`src/rtl/sea_pkg.sv`:
```
// Shared definitions for the SEA round controller: state encoding, widths and modes.
package sea_pkg;

   localparam int SEA_HW = 48;
   localparam int SEA_KW = 96;

   localparam logic SEA_ENC = 1'b0;
   localparam logic SEA_DEC = 1'b1;

   typedef enum logic [1:0] {
      SEA_IDLE = 2'd0,
      SEA_RUN  = 2'd1,
      SEA_DONE = 2'd2
   } sea_state_e;

endpackage

```
`src/rtl/sea_round_cnt.sv`:
```
// Round counter for the SEA controller; tc flags the last round (NR-1) and the
// count parks there instead of wrapping.
import sea_pkg::*;

module sea_round_cnt #(
   parameter int NR = 16
) (
   input  logic       clk,
   input  logic       rst,
   input  logic       clr,
   input  logic       inc,
   output logic [7:0] cnt,
   output logic       tc
);

   assign tc = (cnt == 8'(NR - 1));

   always_ff @(posedge clk) begin
      if (rst) begin
         cnt <= '0;
      end else if (clr) begin
         cnt <= '0;
      end else if (inc && !tc) begin
         cnt <= cnt + 8'd1;
      end
   end

endmodule

```
`src/rtl/sea_round_ctrl.sv`:
```
// Iterative SEA block controller driving an external single-round datapath.
// Optional feature: define SEA_ROUND_CTRL_CNT_EN to add the blk_cnt handshake counter.
//
//  state | meaning
//  IDLE  | waiting for a block, in_ready=1
//  RUN   | one round per cycle, NR cycles
//  DONE  | result held; out_valid rises one cycle after entry (output register stage)
import sea_pkg::*;

module sea_round_ctrl #(
   parameter int NR = 16,
   parameter int HW = SEA_HW
) (
   input  logic            clk,
   input  logic            rst,
   input  logic            in_valid,
   output logic            in_ready,
   input  logic            in_mode,
   input  logic [HW-1:0]   in_l,
   input  logic [HW-1:0]   in_r,
   input  logic [2*HW-1:0] in_key,
   output logic [HW-1:0]   rnd_l,
   output logic [HW-1:0]   rnd_r,
   output logic [2*HW-1:0] rnd_k,
   output logic            rnd_mode,
   output logic [7:0]      rnd_idx,
   input  logic [HW-1:0]   rnd_nl,
   input  logic [HW-1:0]   rnd_nr,
   input  logic [2*HW-1:0] rnd_nk,
   output logic            out_valid,
   input  logic            out_ready,
   output logic [HW-1:0]   out_l,
   output logic [HW-1:0]   out_r
`ifdef SEA_ROUND_CTRL_CNT_EN
   ,
   output logic [15:0]     blk_cnt
`endif
);

   localparam logic [1:0] S_IDLE = SEA_IDLE;
   localparam logic [1:0] S_RUN  = SEA_RUN;
   localparam logic [1:0] S_DONE = SEA_DONE;

   logic [1:0]      state_q;
   logic [HW-1:0]   l_q;
   logic [HW-1:0]   r_q;
   logic [2*HW-1:0] k_q;
   logic            mode_q;
   logic            ov_q;
   logic [7:0]      cnt;
   logic            tc;
   logic            accept;
   logic            take;

   assign in_ready = (state_q == S_IDLE);
   assign accept   = in_ready & in_valid;
   assign take     = ov_q & out_ready;

   sea_round_cnt #(.NR(NR)) u_cnt (
      .clk (clk),
      .rst (rst),
      .clr (accept),
      .inc (state_q == S_RUN),
      .cnt (cnt),
      .tc  (tc)
   );

   assign rnd_l     = l_q;
   assign rnd_r     = r_q;
   assign rnd_k     = k_q;
   assign rnd_mode  = mode_q;
   assign rnd_idx   = cnt;
   assign out_valid = ov_q;
   assign out_l     = l_q;
   assign out_r     = r_q;

   always_ff @(posedge clk) begin
      if (rst) begin
         state_q <= S_IDLE;
         l_q     <= '0;
         r_q     <= '0;
         k_q     <= '0;
         mode_q  <= SEA_ENC;
         ov_q    <= 1'b0;
      end else begin
         case (state_q)
            S_IDLE: begin
               if (in_valid) begin
                  l_q     <= in_l;
                  r_q     <= in_r;
                  k_q     <= in_key;
                  mode_q  <= in_mode;
                  state_q <= S_RUN;
               end
            end
            S_RUN: begin
               l_q <= rnd_nl;
               r_q <= rnd_nr;
               k_q <= rnd_nk;
               if (tc) state_q <= S_DONE;
            end
            S_DONE: begin
               if (take) begin
                  ov_q    <= 1'b0;
                  state_q <= S_IDLE;
               end else begin
                  ov_q <= 1'b1;
               end
            end
            default: state_q <= S_IDLE;
         endcase
      end
   end

`ifdef SEA_ROUND_CTRL_CNT_EN
   logic [15:0] blk_cnt_q;

   always_ff @(posedge clk) begin
      if (rst) begin
         blk_cnt_q <= '0;
      end else if (take) begin
         blk_cnt_q <= blk_cnt_q + 16'd1;
      end
   end

   assign blk_cnt = blk_cnt_q;
`endif

endmodule

```
`config.mk`:
```
export PLATFORM = sky130hd
export DESIGN_NAME = sea_round_ctrl
export DESIGN_NICKNAME = d
export VERILOG_FILES = /design/src/rtl/sea_pkg.sv /design/src/rtl/sea_round_cnt.sv /design/src/rtl/sea_round_ctrl.sv
export SDC_FILE = /design/constraint.sdc
export NUM_CORES = 1
export LEC_CHECK = 0
export CORE_AREA = 2 2 268 270
export DETAILED_ROUTE_END_ITERATION = 10
export DIE_AREA = 0 0 270 272
export PLACE_DENSITY_LB_ADDON = 0.3
export SLEW_MARGIN = 10
export SYNTH_ARGS = -nofsm -noshare
export SYNTH_HDL_FRONTEND = slang
export SYNTH_SLANG_ARGS = --single-unit
```
`constraint.sdc`:
```
create_clock -name clk -period 1.9 [get_ports clk]
set_input_delay 0.38 -clock clk [delete_from_list [all_inputs] [get_ports clk]]
set_output_delay 0.38 -clock clk [all_outputs]
set_load 0.05 [all_outputs]
```
* Yosys cells after proc, flatten, opt, wreduce, memory -nomap -nowiden
Index checks and enable logic that the tools add are counted.
** Word-level totals
- Output and inout port bits :: 299
- Logic and storage cells :: 35
- Input bits :: 389
- Bits in registers :: 204
** Operators by class
- Add/subtract/negate cells :: 1
- Bitwise gates (word level) :: 2
- Eq/ne operators :: 6
- Reduce and logical (&&, ||, !) cells :: 8
- Multiplexer cells :: 11
** Operators with widths (number)
- 48-bit case mux with 2 select lines :: 2
- 96-bit case mux with 2 select lines :: 1
- 48-bit two-way mux :: 2
- 96-bit two-way mux :: 1
- 8-bit by 1-bit adder with 8-bit output (second input constant) :: 1
- 8-bit by 4-bit == test with 1-bit output (second input constant) :: 1
- 2-bit two-way mux :: 3
- 2-bit != test (second input constant) :: 3
- 2-bit case mux with 3 select lines :: 1
- 2-bit AND reduction :: 2
- 3-bit AND reduction :: 1
- 1-bit bitwise AND :: 2
- 2-bit by 1-bit == test with 1-bit output (second input constant) :: 1
- 2-bit == test (second input constant) :: 1
- 2-bit zero test :: 1
- 2-bit nonzero test :: 1
- 2-bit OR reduction :: 1
- 1-bit logical AND :: 1
- 1-bit zero test :: 1
- 1-bit two-way mux :: 1

* Longest topological paths before layout
Gate-level depths: netlist (run 1).
- Word-level depth :: 3
- Gate-level depth with buffers :: 7
- Depth with buffers taken out :: 5

* Cells and area by module
From an unflattened synthesis (run 1), not the netlist that was laid out.
** Second synthesis, totals
- Cell total of the unflattened synthesis :: 810
- Area total of the unflattened synthesis :: 9183.8 um^2
** Modules (own cells, without submodules)
- sea_round_ctrl :: times used 1, area an instance 8704.6 um^2, sequential area each 3923.8 um^2, cells an instance 759
- sea_round_cnt :: times used 1, area an instance 479.2 um^2, sequential area each 160.2 um^2, cells an instance 51

* Worst setup path after synthesis (run 1)
Ideal clock, no wire load.
- Path kind :: reg-to-reg
- Start point :: reg u_cnt.cnt[0]
- End point :: reg u_cnt.cnt[2]
- Setup slack :: 0.056 ns
- Data arrival time :: 1.774 ns
- Data required time :: 1.830 ns
- Cell stages (with the launch flop) :: 7
- Path through :: dfxtp_1 -> ha_1 -> and3_1 -> clkbuf_1 -> a21oi_1 -> a21bo_2 -> a21oi_1
** On the way
- Cells in the longest elaborated chain, start to end :: 3
** Ends and longest elaborated chain
- from (decl) :: line sea_round_cnt.sv:12 : output logic [7:0] cnt,
- from (signal assigned) :: line sea_round_cnt.sv:24 : cnt <= cnt + 8'd1;
- parallel branches: the longest is 3 deep, another holds 8-bit by 1-bit adder with 8-bit output
Parallel ways; which one is timed is not known.
A chain may end at the register's enable or synchronous reset.

* Worst setup path in the final report (run 1)
- Start point :: reg r_q[5] (netlist: out_r[5])
- End point :: out out_r[5]
** RTL lines
- from (decl) :: line sea_round_ctrl.sv:46 : logic [HW-1:0] r_q;
- from (signal assigned) :: line sea_round_ctrl.sv:90 : r_q <= in_r;
- from (signal assigned) :: line sea_round_ctrl.sv:98 : r_q <= rnd_nr;
- to (decl) :: line sea_round_ctrl.sv:33 : output logic [HW-1:0] out_r
No word-level cell between the ends.

==> results of run 1 <==
how the worst max path moves through the flow:
stage                                         start                         to  slack [ns]  cells past startpoint
after CTS                    out_r[14]$_SDFFE_PP0P_                  rnd_r[14]        0.01                      1
after floorplan           u_cnt.cnt[0]$_SDFFE_PP0P_  u_cnt.cnt[2]$_SDFFE_PP0P_        0.06                      6
after detailed placement                   in_valid     rnd_k[50]$_SDFFE_PP0P_       -0.16                      6
after global routing          out_r[5]$_SDFFE_PP0P_                   out_r[5]      -0.003                      1
final                         out_r[5]$_SDFFE_PP0P_                   out_r[5]        0.05                      1
after global placement                     in_valid      out_r[9]$_SDFFE_PP0P_       -0.09                      5
cell families after synthesis:
| family | after synthesis |
|---|---|
| AOI/OAI and AO/OA | 202 |
| xor gates and xnor gates | 6 |
| adders and majority gates | 1 |
| buffers and inverters | 208 |
| DFF | 204 |
| muxes | 1 |
| and+or+nand+nor | 604 |
area by class of cell:
cell class	instances	area, um^2
sequential	204	4084
fill	7739	53390
multi-input combinational	814	4164
timing repair buffer	765	7064
tap	950	1189
clock inverter	4	22.52
clock buffer	41	828.3
inverter	2	7.507
metal layers:
layer  vias to the layer above  wire, um
li1                       5296         -
met2                       435     22750
met5                         -         8
met3                        47      3249
met1                      5089     17690
met4                         2      1059
metrics by stage:
stage | setup TNS [ns] | power [uW] | setup WS, ns | hold slack [ns]
finish | 0 | 15570 | 0.04968 | 0.2326
global route | -0.003037 | 16230 | -0.003037 | 0.2399
CTS | 0 | 15820 | 0.01049 | 0.2016
detailed placement | -13.18 | 10820 | -0.1616 | 0.4555
global placement | -7.418 | 10810 | -0.09387 | 0.4521
floorplan | 0 | 8586 | 0.05602 | 0.4983
flip-flops by register name (all words and copies together) (netlist names):
name       flops
rnd_mode       1
out_r         48
u_cnt.cnt      8
rnd_k         96
out_valid      1
out_l         48
state_q        2
power by group through the flow:
stage               logic (uW)  clock network, uW  registers, uW
CTS                       5590               5170           5060
global placement          5670                  0           5130
detailed placement        5680                  0           5140
finish                    5540               4970           5050
global route              5820               5310           5110
floorplan                 2080                  0           6510
Yosys cell counts:
cell type | number | area, um^2
sky130_fd_sc_hd__a311oi_1 | 192 | 1682
sky130_fd_sc_hd__xnor2_1 | 5 | 43.79
sky130_fd_sc_hd__xor2_1 | 1 | 8.760
sky130_fd_sc_hd__nor3_1 | 1 | 5.000
sky130_fd_sc_hd__ha_1 | 1 | 12.51
sky130_fd_sc_hd__clkbuf_1 | 45 | 168.9
sky130_fd_sc_hd__nor4_4 | 1 | 21.27
sky130_fd_sc_hd__nor2b_1 | 1 | 6.260
sky130_fd_sc_hd__buf_4 | 115 | 863.3
sky130_fd_sc_hd__a211oi_1 | 1 | 7.510
sky130_fd_sc_hd__buf_2 | 41 | 205.2
sky130_fd_sc_hd__nand3b_1 | 1 | 7.510
sky130_fd_sc_hd__buf_1 | 3 | 11.26
sky130_fd_sc_hd__nand4_1 | 2 | 12.51
sky130_fd_sc_hd__nand2_1 | 388 | 1456
sky130_fd_sc_hd__a2111oi_2 | 1 | 15.01
sky130_fd_sc_hd__nand3_1 | 3 | 15.01
sky130_fd_sc_hd__buf_6 | 2 | 22.52
sky130_fd_sc_hd__dfxtp_1 | 204 | 4084
sky130_fd_sc_hd__and2_1 | 1 | 6.260
sky130_fd_sc_hd__nand2b_1 | 2 | 12.51
sky130_fd_sc_hd__nor3b_1 | 1 | 7.510
sky130_fd_sc_hd__and3_1 | 1 | 6.260
sky130_fd_sc_hd__a21oi_1 | 6 | 30.03
sky130_fd_sc_hd__mux2i_1 | 1 | 10.01
sky130_fd_sc_hd__nor2_2 | 1 | 6.260
sky130_fd_sc_hd__inv_1 | 2 | 7.510
sky130_fd_sc_hd__a21bo_2 | 1 | 10.01
sky130_fd_sc_hd__o21ai_0 | 1 | 5.000
sky130_fd_sc_hd__nor2_1 | 201 | 754.5
what timing repair did:
action / CTS / global route
resized for setup: 68 / 2
endpoints found under the setup margin: 68 / 3
setup buffers: 0 / 0
hold buffers: 0 / 0
==> results.tsv, run 1 <==
stage	metric	value	unit
synth	arithmetic_cell_share_of_the_synthesized_area_counting_full_adders_half_adders_and_majority_gates	0.1316	%
timing	finClkSkew	0.006696	ns
synth	synth_cell_type_count	30	
timing	slew_violations	0	
power_and_ir_drop	register_share_of_total_power	32.5	%
place	dpl_cell_area	0.01659	mm^2
grt	global_route_wire_length_before_repair	66010	um
detailed_routing	first_iter_violations	455	
worst_setup_path	start_kind	flop	
finish	design.final.nets	2203	
worst_setup_path	timing.critical_path.arrival	1.47	ns
worst_setup_path	critPathRequiredTime	1.52	ns
power_and_ir_drop	power.internal	9689	uW
timing	fmaxAchievable	540.4	MHz
floorplan	floorplan.io_pins	688	
floorplan	core	0.07075	mm^2
cts	cts_tree	yes	
worst_setup_path	critical_path.slowest_cell	sky130_fd_sc_hd__dlygate4sd2_1	
grt	grtUsageMet1	13.03	%
power_and_ir_drop	power_frac_comb	35.6	%
synth	synthesis.yosys.warnings	0	
power_and_ir_drop	p_sw	5881	uW
detailed_routing	finalWirelength	44750	um
finish	antenna_cells	0	
worst_setup_path	critical_path.max_stage_delay	0.55	ns
power_and_ir_drop	switching_share	37.77	%
grt	grt.total_usage	11.26	%
grt	first_global_vias	10784	
worst_hold_path	min_delay_worst_endpoint	state_q[0]$_SDFFE_PP0P_	
worst_setup_path	critical_path.cell_chain	dlygate4sd2_1	
cts	cts.path.max_buffers	3	
power_and_ir_drop	share_clk_of_total_power	31.9	%
synth	postSynthCellCount	1226	
synth	synth_area	0.009504	mm^2
status	run_status	completed	
cts	worst_skew_pair.late_latency	0.55	ns
place	place_congestion	0.8359	
worst_hold_path	min_delay_path_depth	2	
cts	clk_pin_slew	0.06	ns
timing	grt_setup_unrepaired	true	
synth	synth.area.mux_share	0.1053	%
finish	finish.utilization	24.54	%
detailed_routing	drc	0	
synth	synth_xor_xnor_area_share	0.5529	%
place	io_buffers	687	
worst_hold_path	hold_path_startpoint	rst	
worst_setup_path	crit-reg2reg-launch	state_q[1]$_SDFFE_PP0P_	
synth	syn-mean-instance-area	7.752	um^2
worst_setup_path	worst-setup-path-type	flop to output port	
synth	yosys.area_share.simple	24.38	%
synth	synth_compound_area_share	18.40	%
worst_hold_path	worst_hold_class	primary input to flop	
worst_setup_path	worstPathMaxFanout	3	
place	dp_hpwl	34350	um
power_and_ir_drop	total_leakage_power	0.007068	uW
detailed_routing	post_drt_via_cell_ratio	3.910	
cts	cts_max_level	1	
finish	design_area	0.01736	mm^2
power_and_ir_drop	power_per_cell_area	896.9	mW/mm^2
finish	commonest_non_fill_non_tap_cells_in_the_layout	sky130_fd_sc_hd__nand2_1 (387), sky130_fd_sc_hd__clkdlybuf4s50_1 (387), sky130_fd_sc_hd__buf_4 (288)	
timing	maxSlewHeadroom	65.06	%
worst_setup_path	timing.critical_path.to_type	output port	
power_and_ir_drop	max-vdd-ir-drop	545.5	uV
detailed_routing	vias	10869	
worst_setup_path	worst_case_reg_to_reg_path_depth	7	
grt	global_route.usage.met2	20.45	%
timing	layout_worst_path_cycle_share	97.39	%
finish	drive_above_1_share	19.56	%
timing	timing_hold_violations_final	0	
timing	fin_crit	1.850	ns
worst_setup_path	critical_path_buf_inv_count	1	
detailed_routing	ant_nets	0	
grt	grt-ovfl-total	0	
finish	finalNonFillerCells	2780	
flow_run	number_of_maximum_capacitance_constraint_violations	0	
grt	grt_antenna_before_repair	2	
grt	largest_net_degree_at_the_start_of_global_routing	65	
cts	cts_made_buffers	26	
grt	gr_util_met3	3.033	%
synth	postSynthNetCount	1616	
place	place_inst	2735	
timing	finalSetupViolCount	0	
floorplan	rows	98	
timing	worstMarginPinSlew	0.5261	ns
floorplan	floorplan.die_area	0.07344	mm^2
cts	tritoncts_num_sinks	204	
worst_setup_path	critical_path.top_delay_family	buffers and inverters	
grt	grt_busiest_layer	met2	
cts	clk_root_buffer_cell	sky130_fd_sc_hd__clkbuf_16	
worst_setup_path	r2r_slack	0.19	ns
synth	synth_top_family_by_area	simple AND/OR/NAND/NOR gates	
finish	syn_to_final_growth	82.65	%
floorplan	fp.dieW	270	um
floorplan	dieHeight	272	um
worst_setup_path	timing.rr.end	rnd_k[28]$_SDFFE_PP0P_	
detailed_routing	routed_wire_length_per_instance	16.10	um
synth	ys_seq_area_share	42.97	%
detailed_routing	dr.pass1.iters	5	
synth	synth.ff_latch_count	204	
floorplan	initial_core_utilization	13.43	%
Power figures use the tool's default switching activity.
==> run 2, diff against run 1 <==
--- a/config.mk
+++ b/config.mk
@@ -5,9 +5,9 @@
 export SDC_FILE = /design/constraint.sdc
 export NUM_CORES = 1
 export LEC_CHECK = 0
-export CORE_AREA = 2 2 268 270
+export CORE_AREA = 2 2 264 266
 export DETAILED_ROUTE_END_ITERATION = 10
-export DIE_AREA = 0 0 270 272
+export DIE_AREA = 0 0 266 268
 export PLACE_DENSITY_LB_ADDON = 0.3
 export SLEW_MARGIN = 10
 export SYNTH_ARGS = -nofsm -noshare
==> constraint.sdc (replaced) <==
create_clock -name clk -period 1.5 [get_ports clk]
set_input_delay 0.3 -clock clk [delete_from_list [all_inputs] [get_ports clk]]
set_output_delay 0.3 -clock clk [all_outputs]
set_load 0.05 [all_outputs]
==> run 2 against run 1 <==
  * The run now ends with setup timing left
  * Via count up 6.9%
  * Clock-buffer cell count up 6
  * Cell area up 36%
  * Critical path type is now flop to flop
  * Largest power group unchanged
==> results.tsv, run 2 (synthesis gave the netlist of run 1 again) <==
stage	metric	value	unit
status	run_status	finished with violations	
status	violations	setup timing	
power_and_ir_drop	total_leakage_power	0.009017	uW
timing	worstMarginPinSlew	0.4795	ns
timing	setup-tns-final	-2.217	ns
worst_setup_path	timing.critical_path.arrival	2.08	ns
finish	design_area	0.02368	mm^2
floorplan	initial_core_utilization	13.93	%
detailed_routing	routed_wire_length_per_instance	19.73	um
finish	most_frequent_standard_cell_in_the_layout_excluding_fill_and_tap_cells	sky130_fd_sc_hd__clkdlybuf4s50_1	
finish	largest_register_ff_count	96	
grt	global_route_wire_length_before_repair	73040	um
worst_setup_path	worstPathMaxFanout	7	
power_and_ir_drop	max-vdd-ir-drop	684.3	uV
grt	grt_antenna_before_repair	5	
timing	fin_ws	-0.1163	ns
cts	worst_skew_pair.late_latency	0.57	ns
cts	clk_root_buffer_cell	sky130_fd_sc_hd__clkbuf_16	
worst_setup_path	crit-reg2reg-launch	state_q[0]$_SDFFE_PP0P_	
cts	cts.path.max_buffers	3	
worst_setup_path	start_kind	flop	
detailed_routing	post_drt_via_cell_ratio	4.155	
detailed_routing	finalWirelength	55160	um
detailed_routing	drc	0	
finish	syn_to_final_growth	149.1	%
place	pre_cts_slack	-0.4553	ns
timing	fin_crit	1.616	ns
power_and_ir_drop	p_total	24290	uW
power_and_ir_drop	power_per_cell_area	1026	mW/mm^2
timing	layout_worst_path_cycle_share	107.8	%
floorplan	floorplan.io_pins	688	
finish	drive_above_1_share	40.68	%
worst_setup_path	worst-setup-path-type	flop to flop	
grt	largest_net_degree_at_the_start_of_global_routing	66	
floorplan	core	0.06823	mm^2
timing	finalSetupViolCount	85	
detailed_routing	ant_nets	0	
floorplan	dieHeight	268	um
floorplan	floorplan.die_area	0.07129	mm^2
timing	fmaxAchievable	618.7	MHz
worst_setup_path	startpoint_of_the_most_critical_setup_path	state_q[0]$_SDFFE_PP0P_	
timing	finClkSkew	0.01216	ns
worst_setup_path	critical_path.max_stage_delay	0.33	ns
cts	cts_tree	yes	
worst_setup_path	cpMostUsedCell	sky130_fd_sc_hd__buf_6	
floorplan	fp.dieW	266	um
cts	cts_made_buffers	28	
place	io_buffers	687	
finish	commonest_non_fill_non_tap_cells_in_the_layout	sky130_fd_sc_hd__clkdlybuf4s50_1 (387), sky130_fd_sc_hd__nand2_1 (340), sky130_fd_sc_hd__buf_12 (326)	
worst_hold_path	worst_hold_class	primary input to flop	
place	dpl_cell_area	0.02023	mm^2
cts	tritoncts_num_sinks	204	
cts	cts.hold.buffers_added	0	
grt	first_global_vias	11641	
worst_setup_path	critPathRequiredTime	1.97	ns
timing	grt_setup_unrepaired	true	
detailed_routing	vias	11617	
flow_run	number_of_maximum_capacitance_constraint_violations	0	
cts	cts_max_level	1	
place	place_congestion	0.8459	
worst_setup_path	timing.critical_path.to_type	flop	
timing	fin_hold_ws	0.09544	ns
floorplan	rows	96	
finish	filler_cell_count	6790	
worst_hold_path	hold_path_startpoint	rst	
timing	maxSlewHeadroom	68.04	%
timing	timing_hold_violations_final	0	
cts	clk_pin_slew	0.05	ns
worst_setup_path	critical_path.cell_chain	nor2_4, and2_4, buf_12, buf_16, buf_6, buf_6, nand2_1, a311oi_2	
finish	design.final.nets	2278	
timing	slew_violations	0	
grt	grt.total_usage	13.28	%
detailed_routing	first_iter_violations	552	
place	dp_hpwl	38500	um
worst_setup_path	critical_path.slowest_cell	sky130_fd_sc_hd__dfxtp_2	
detailed_routing	dr.pass1.iters	5	
grt	grt-ovfl-total	0	
## run 2: cell types whose count changed in the layout (fill, tap and decap cells not counted), moves of 47 or more
cell,before,now
sky130_fd_sc_hd__dfxtp_2,0,93
sky130_fd_sc_hd__dlygate4sd2_1,67,0
sky130_fd_sc_hd__a311oi_2,0,104
sky130_fd_sc_hd__buf_12,21,326
sky130_fd_sc_hd__buf_4,288,48
sky130_fd_sc_hd__a311oi_1,192,88
sky130_fd_sc_hd__nand2_1,387,340
sky130_fd_sc_hd__dfxtp_1,204,95
## run 2: power by group
| group | total [uW] | switching (uW) | internal, uW |
|---|---|---|---|
| combinational | 10400 | 5040 | 5320 |
| sequential | 6900 | 868 | 6030 |
| clock | 7040 | 2730 | 4310 |
| total | 24300 | 8640 | 15700 |
## run 2: per-layer routing
layer	share of wire (%)	routed length, um	global-route usage, %	vias to the layer above
li1	-	-	-	5465
met1	38	20930	14.77	5629
met5	0.024	13	0	-
met3	6.3	3464	3.482	92
met2	52	28570	23.79	429
met4	4.0	2183	5.891	2
## run 2: area by class of cell
class                           count  area [um^2]  area share [%]
Antenna cell                        4        10.01         0.04228
Clock buffer                       47        883.3           3.731
Clock inverter                      5        77.57          0.3277
Inverter                            2        7.507         0.03171
Multi-Input combinational cell    815         5112           21.59
Sequential cell                   204         4260           17.99
Tap cell                          882         1104           4.661
Timing Repair Buffer              837        12220           51.62
## run 2: worst paths after layout
check	end	slack [ns]	depth (start not counted)
worst min-delay path	out_l[39]$_SDFFE_PP0P_	0.1	2
worst max register to register	out_r[24]$_SDFFE_PP0P_	-0.12	8
worst min register to register	rnd_mode$_SDFFE_PP0P_	0.50	2
worst max-delay path	out_r[24]$_SDFFE_PP0P_	-0.12	8
## run 2: critical path, delay by kind of cell (launching register included)
family | cells | cell delay (ns)
AOI/OAI and AO/OA | 1 | 0.24
and+or+nand+nor | 3 | 0.41
DFF | 1 | 0.33
buffers and inverters | 4 | 0.51
## run 2: stage by stage
stage | util (%) | std cells
after floorplan | - | 1226
after global placement | 29.65 | 2679
after detailed placement | 29.65 | 2679
after CTS | 32.15 | 2749
after global routing | 34.70 | 2796
final | 34.70 | 2796
## run 2: repair_timing
| item | 4_1_cts | 5_1_grt |
|---|---|---|
| pin swaps | 25 | 93 |
| resized for setup | 168 | 209 |
| buffers inserted | 10 | 19 |
| gates cloned | 9 | 26 |
| setup endpoints to repair | 238 | 187 |
